### config.mk
export PLATFORM = sky130hd
export DESIGN_NAME = pcs_10g_tx_gearbox_ctrl
export DESIGN_NICKNAME = d
export VERILOG_FILES = /design/src/rtl/pcs_10g_pkg.sv /design/src/rtl/pcs_10g_tx_gearbox_ctrl.sv
export SDC_FILE = /design/constraint.sdc
export NUM_CORES = 1
export LEC_CHECK = 0
export ABC_AREA = 1
export CAP_MARGIN = 20
export CORE_UTILIZATION = 45
export DETAILED_ROUTE_END_ITERATION = 16
export PLACE_DENSITY = 0.69
export SLEW_MARGIN = 20
export SYNTH_ARGS = -nofsm -noshare
export SYNTH_HDL_FRONTEND = slang
export SYNTH_SLANG_ARGS = --single-unit
### constraint.sdc
create_clock -name clk -period 1.6 [get_ports clk]
set_input_delay 0.32 -clock clk [delete_from_list [all_inputs] [get_ports clk]]
set_output_delay 0.32 -clock clk [all_outputs]
set_load 0.1 [all_outputs]
### src/rtl/pcs_10g_pkg.sv
// Shared 10G PCS definitions.
// - gb_state_e : TX gearbox controller state encoding (IDLE/WARM/RUN/FAULT).
// - GB_SEQ_N   : 64b/66b gearbox period in cycles (32 blocks -> 33 words),
//                shared with the gearbox datapath so both agree on the schedule.
package pcs_10g_pkg;

  localparam int unsigned GB_SEQ_N = 33;

  typedef enum logic [1:0] {
    StIdle  = 2'd0,
    StWarm  = 2'd1,
    StRun   = 2'd2,
    StFault = 2'd3
  } gb_state_e;

endpackage

### src/rtl/pcs_10g_tx_gearbox_ctrl.sv
// 10G PCS TX gearbox sequencing controller.
// Brings the TX datapath up after the SERDES lane reports ready (fixed warm-up),
// then runs the gearbox period: one stall cycle per GB_SEQ_N cycles, during which
// the XGMII source and encoder/scrambler hold while the gearbox drains residual bits.
// Ports:
//   clk          : PCS TX clock
//   reset        : asynchronous active-high reset
//   en_i         : transmit enable (management)
//   serdes_rdy_i : SERDES TX lane ready
//   xgmii_rdy_o  : XGMII word accepted / encoder advance enable
//   gb_v_o       : gearbox output word valid
//   gb_seq_o     : gearbox sequence index (0 outside RUN)
//   state_o      : controller state (IDLE=0, WARM=1, RUN=2, FAULT=3)
//   err_o        : sticky lane-loss fault (cleared only by en_i low or reset)
module pcs_10g_tx_gearbox_ctrl #(
  parameter int unsigned GB_SEQ_N = pcs_10g_pkg::GB_SEQ_N,
  parameter int unsigned GB_SEQ_W = $clog2(GB_SEQ_N),
  parameter int unsigned WARM_N   = 16,
  parameter int unsigned WARM_W   = $clog2(WARM_N)
) (
  input  logic                clk,
  input  logic                reset,
  input  logic                en_i,
  input  logic                serdes_rdy_i,
  output logic                xgmii_rdy_o,
  output logic                gb_v_o,
  output logic [GB_SEQ_W-1:0] gb_seq_o,
  output logic [1:0]          state_o,
  output logic                err_o
);

  import pcs_10g_pkg::*;

  localparam logic [GB_SEQ_W-1:0] SeqLast  = GB_SEQ_W'(GB_SEQ_N - 1);
  localparam logic [WARM_W-1:0]   WarmLast = WARM_W'(WARM_N - 1);

  gb_state_e           state_q, state_d;
  logic [WARM_W-1:0]   warm_cnt_q, warm_cnt_d;
  logic [GB_SEQ_W-1:0] seq_q, seq_d;

  always_comb begin
    state_d    = state_q;
    warm_cnt_d = warm_cnt_q;
    seq_d      = seq_q;
    // en_i low overrides everything, including a simultaneous lane loss.
    if (!en_i) begin
      state_d    = StIdle;
      warm_cnt_d = '0;
      seq_d      = '0;
    end else begin
      unique case (state_q)
        StIdle: begin
          if (serdes_rdy_i) begin
            state_d    = StWarm;
            warm_cnt_d = '0;
          end
        end
        StWarm: begin
          if (!serdes_rdy_i) begin
            state_d    = StIdle;
            warm_cnt_d = '0;
          end else if (warm_cnt_q == WarmLast) begin
            state_d = StRun;
            seq_d   = '0;
          end else begin
            warm_cnt_d = warm_cnt_q + 1'b1;
          end
        end
        StRun: begin
          if (!serdes_rdy_i) begin
            state_d = StFault;
          end else begin
            seq_d = (seq_q == SeqLast) ? '0 : seq_q + 1'b1;
          end
        end
        StFault: begin
          // Sticky: a returning lane does not clear the fault.
        end
        default: state_d = StIdle;
      endcase
    end
  end

  always_ff @(posedge clk or posedge reset) begin
    if (reset) begin
      state_q    <= StIdle;
      warm_cnt_q <= '0;
      seq_q      <= '0;
    end else begin
      state_q    <= state_d;
      warm_cnt_q <= warm_cnt_d;
      seq_q      <= seq_d;
    end
  end

  // Outputs decode registered state only; no input-to-output path.
  assign gb_v_o      = (state_q == StRun);
  assign xgmii_rdy_o = (state_q == StRun) && (seq_q != SeqLast);
  assign gb_seq_o    = (state_q == StRun) ? seq_q : '0;
  assign state_o     = state_q;
  assign err_o       = (state_q == StFault);

endmodule

Word level (Yosys, flattened, before mapping)
Index checks and enable logic that the tools add are counted.
{ "word_totals": {"regBits": 12, "inputBits": 4, "out_inout_bits": 11, "elab_cells": 44} }
{ "op_classes": {"n_addsub": 2, "n_eq_ne": 16, "muxes": 18, "reduce_logical": 5} }
{ "op_table": {"columns": ["op", "count"], "rows": [
  ["$mux 6", 6],
  ["$mux 4", 4],
  ["$ne 3x3->1 const B", 5],
  ["$pmux 6 s2", 1],
  ["$mux 2", 5],
  ["$ne 4x4->1 const B", 2],
  ["$pmux 4 s2", 1],
  ["$reduce_and 4->1", 2],
  ["$add 6x1->6 const B", 1],
  ["$eq 6x6->1 const B", 1],
  ["$ne 3x1->1 const B", 2],
  ["$ne 6x6->1 const B", 1],
  ["$pmux 2 s3", 1],
  ["$add 4x1->4 const B", 1],
  ["$eq 2x2->1 const B", 2],
  ["$eq 4x4->1 const B", 1],
  ["$ne 4x1->1 const B", 1],
  ["$reduce_and 3->1", 1],
  ["$eq 2x1->1 const B", 1],
  ["$logic_not 2->1", 1],
  ["$logic_and 1x1->1", 1]
]} }

Depth between registers and ports, before layout
{ "depth": {"depth_word": 5, "depth_mapped": 11, "ltp_nobuf": 11} }

Worst setup path before layout
Ideal clock, no wire load.
{ "synth_timing": {"path_kind": "reg2out", "startpoint": "reg state_q[1] (netlist: state_o[1])", "endpoint": "out xgmii_rdy_o", "arrival_ps": 3616, "required_ps": 1280, "slack_ps": -2336, "stages_incl_launch_ff": 5, "path_cell_list": "dfrtp_1 ha_1 buf_2 inv_1 nor2_1"} }
{ "synth_between": {"elab_chain_len": 2} }
{ "synth_lines": {"columns": ["element", "line_no", "source"], "rows": [
  ["start, declared", "pcs_10g_tx_gearbox_ctrl.sv:37", "gb_state_e state_q, state_d;"],
  ["start signal, assigned", "pcs_10g_tx_gearbox_ctrl.sv:86", "state_q <= StIdle;"],
  ["start signal, assigned", "pcs_10g_tx_gearbox_ctrl.sv:90", "state_q <= state_d;"],
  ["$eq 2x2->1", null, null],
  ["via gb_v_o", "pcs_10g_tx_gearbox_ctrl.sv:26", "output logic gb_v_o,"],
  ["$logic_and 1x1->1", "pcs_10g_tx_gearbox_ctrl.sv:98", "assign xgmii_rdy_o = (state_q == StRun) && (seq_q != SeqLast);"],
  ["end, declared", "pcs_10g_tx_gearbox_ctrl.sv:25", "output logic xgmii_rdy_o,"]
]} }
The timed path passes the listed nets, and every way through them passes these cells.

Worst setup path in the final report
{ "layout_timing": {"startpoint": "reg state_q[0] (netlist: state_o[0])", "endpoint": "out gb_seq_o[5]"} }
{ "layout_between": {"elab_chain_len": 2} }
{ "layout_lines": {"columns": ["element", "line_no", "source"], "rows": [
  ["$eq 2x2->1", "pcs_10g_tx_gearbox_ctrl.sv:99", "assign gb_seq_o = (state_q == StRun) ? seq_q : '0;"],
  ["$mux 6", "pcs_10g_tx_gearbox_ctrl.sv:99", null],
  ["end, declared", "pcs_10g_tx_gearbox_ctrl.sv:27", "output logic [GB_SEQ_W-1:0] gb_seq_o,"]
]} }
No other way between the ends.

==> impl_metrics.json <==
{
  "post-route-period-util_pct": 108,
  "tightest_slew_ns": 0.461,
  "slew_headroom_pct": 69.2,
  "n_fill_cell": 139,
  "synth_area_per_cell_um2": 6.95,
  "dieArea_mm2": 0.00232,
  "dp_worst_setup_slack_ns": -0.0841,
  "netlist_area_um2": 958,
  "rows": 16,
  "layout.nets": 177,
  "cp-end-kind": "output pin",
  "fin_skew_ns": 0.00765,
  "required_ns": 1.28,
  "worstPathArrival_ns": 1.41,
  "clockRootBuffer": "clkbuf_4",
  "vias_per_cell": 4.65,
  "wire_per_inst_um": 11.0,
  "die_y_um": 48.2,
  "regArea_um2": 308,
  "synth_cells": 138,
  "area_growth_pct": 51.3,
  "power_w": 0.00137,
  "core_area_mm2": 0.00198,
  "h-tree-depth": 1,
  "peakVddDrop_mv": 1.31,
  "hp-class": "primary input to asynchronous set/reset pin",
  "r2r_slack_ns": 0,
  "multi_input_area_um2": 612,
  "crit_fanout": 9,
  "max_freq_mhz": 578,
  "path_class": "flop to output pin",
  "clk_pin_slew_ns": 0.08,
  "clockBufferDepth": 2,
  "portBuffers": 14,
  "overflow": 0,
  "numCtsBuffers": 3,
  "drt-initial-drc-count": 6,
  "drc": 0,
  "grt_antenna_before_repair": 0,
  "grt_max_degree": 13,
  "startpoint": "state_o[0]",
  "vias": 893,
  "yosysWarnings": 0,
  "start_util_pct": 48.4,
  "leakage_nw": 0.673,
  "setup_ws_ns": -0.130,
  "violations": "setup timing",
  "rr_startpoint": "state_o[1]",
  "grt_use_total_pct": 21.4,
  "drv_cap": 0,
  "ys_seq_area_share_pct": 31.3,
  "wl_um": 2120,
  "pin_count": 15,
  "finalSetupViolCount": 10,
  "rr_endpoint": "state_o[1]",
  "powerDensity_mw_per_mm2": 942,
  "diodes": 0,
  "reg2regPathDepth": 12,
  "gp_congestion": 0.872,
  "period_needed_ns": 1.73,
  "status": "complete, but fails checks",
  "hpwl_um": 1550,
  "antenna_left": 0,
  "grt_pass1_vias": 819,
  "ys_ff_latch": 12,
  "clock-sinks": 12,
  "die_w_um": 48.2,
  "clock_latency_ns": 0.26,
  "maxSlewViolCount": 0,
  "synthDistinctLibCells": 23,
  "cts_tree": "yes",
  "syn-num-nets": 149,
  "drt_pre_antenna_iters": 4,
  "grt_pass1_wl_um": 3420,
  "start_kind": "flop",
  "rsz0062_at_grt": "yes",
  "finalHoldViolations": 0,
  "drive_gt1_share_pct": 39.4
}
worst max-delay path: stages (launching register included):
cell	delay (ns)
dfrtp_4	0.51
inv_4	0.07
ha_4	0.20
nand2_1	0.10
clkinvlp_4	0.10
buf_12	0.16
synth_stat cells (all sizes together):
cell    instances  share of area [%]
nand2          47                 21
inv            26                 10
nor2           15                8.4
nand3          14                8.4
dfrtp          12                 31
ha              7                9.1
o21ai           6                3.5
nand4           3                2.0
buf             2                1.7
nor3            2                1.0
xor2            2                1.8
a21oi           1               0.52
nand3b          1               0.78
placed cells by master (no fill, tap or decap), drive strengths merged:
cell and n:
o21ai 6, nand3 14, a21oi 1, nor2 15, clkdlybuf4s50 3, nand4 3
buf 22, nand3b 1, ha 7, dfrtp 12, clkinvlp 6, inv 20
nand2 47, nor3 2, clkbuf 4, xor2 2
worst max-delay path by stage:
stage / endpoint / slack (ns)
floorplan: xgmii_rdy_o / -0.49
global placement: warm_cnt_q[0] / -0.05
detailed placement: warm_cnt_q[3] / -0.08
CTS: gb_seq_o[4] / -0.14
global route: gb_seq_o[4] / -0.19
finish: gb_seq_o[5] / -0.13
cells by family (layout without fill, tap and decap cells):
kind of cell | Yosys count | count (layout) | synth area share, %
simple gates | 82 | 82 | 41.5
buf+inv | 28 | 55 | 12.1
flops | 12 | 12 | 31.3
fa+ha+maj | 7 | 7 | 9.14
compound gates | 7 | 7 | 4.05
xor+xnor | 2 | 2 | 1.83
metrics by stage:
step	TNS, ns	instance area (µm²)	hold slack (ns)	utilization (%)	cells
after floorplan	-3.81	1020	0.185	-	138
after global placement	-0.103	1320	0.506	66.5	182
after detailed placement	-0.487	1320	0.516	66.5	182
after CTS	-1.09	1410	0.365	71.0	190
after global routing	-1.83	1450	0.420	73.2	192
final	-0.969	1450	0.361	73.2	192
layer usage:
layer | GRT usage, % | vias to the layer above | share of wire [%]
li1 | - | 475 | -
met1 | 24.8 | 403 | 40
met2 | 38.9 | 13 | 57
met3 | 3.33 | 2 | 2.1
met4 | 8.33 | 0 | 0.33
met5 | 0 | - | 0
flip-flops by register name, summed over array words and instances (netlist names):
| name | count |
|---|---|
| seq_q | 6 |
| warm_cnt_q | 4 |
| state_o | 2 |
what timing repair did:
action	CTS	global route
resized for setup	5	9
setup buffers	4	2
setup endpoints to repair	8	21
pin swaps	0	2
hold buffers	0	0
cell type report:
class | count | area share, %
clock buffers | 4 | 2.50
inverters | 26 | 8.80
multi-input cells | 98 | 42.2
flip-flops and latches | 12 | 21.2
well taps | 27 | 2.33
repair buffers | 25 | 23.0
power breakdown:
group	internal, W	total, W	switching (W)
sequential	0.000335	0.000362	0.0000262
combinational	0.000280	0.000767	0.000487
clock	0.000138	0.000237	0.0000992
No activity file was read; power rests on OpenSTA's default activity.
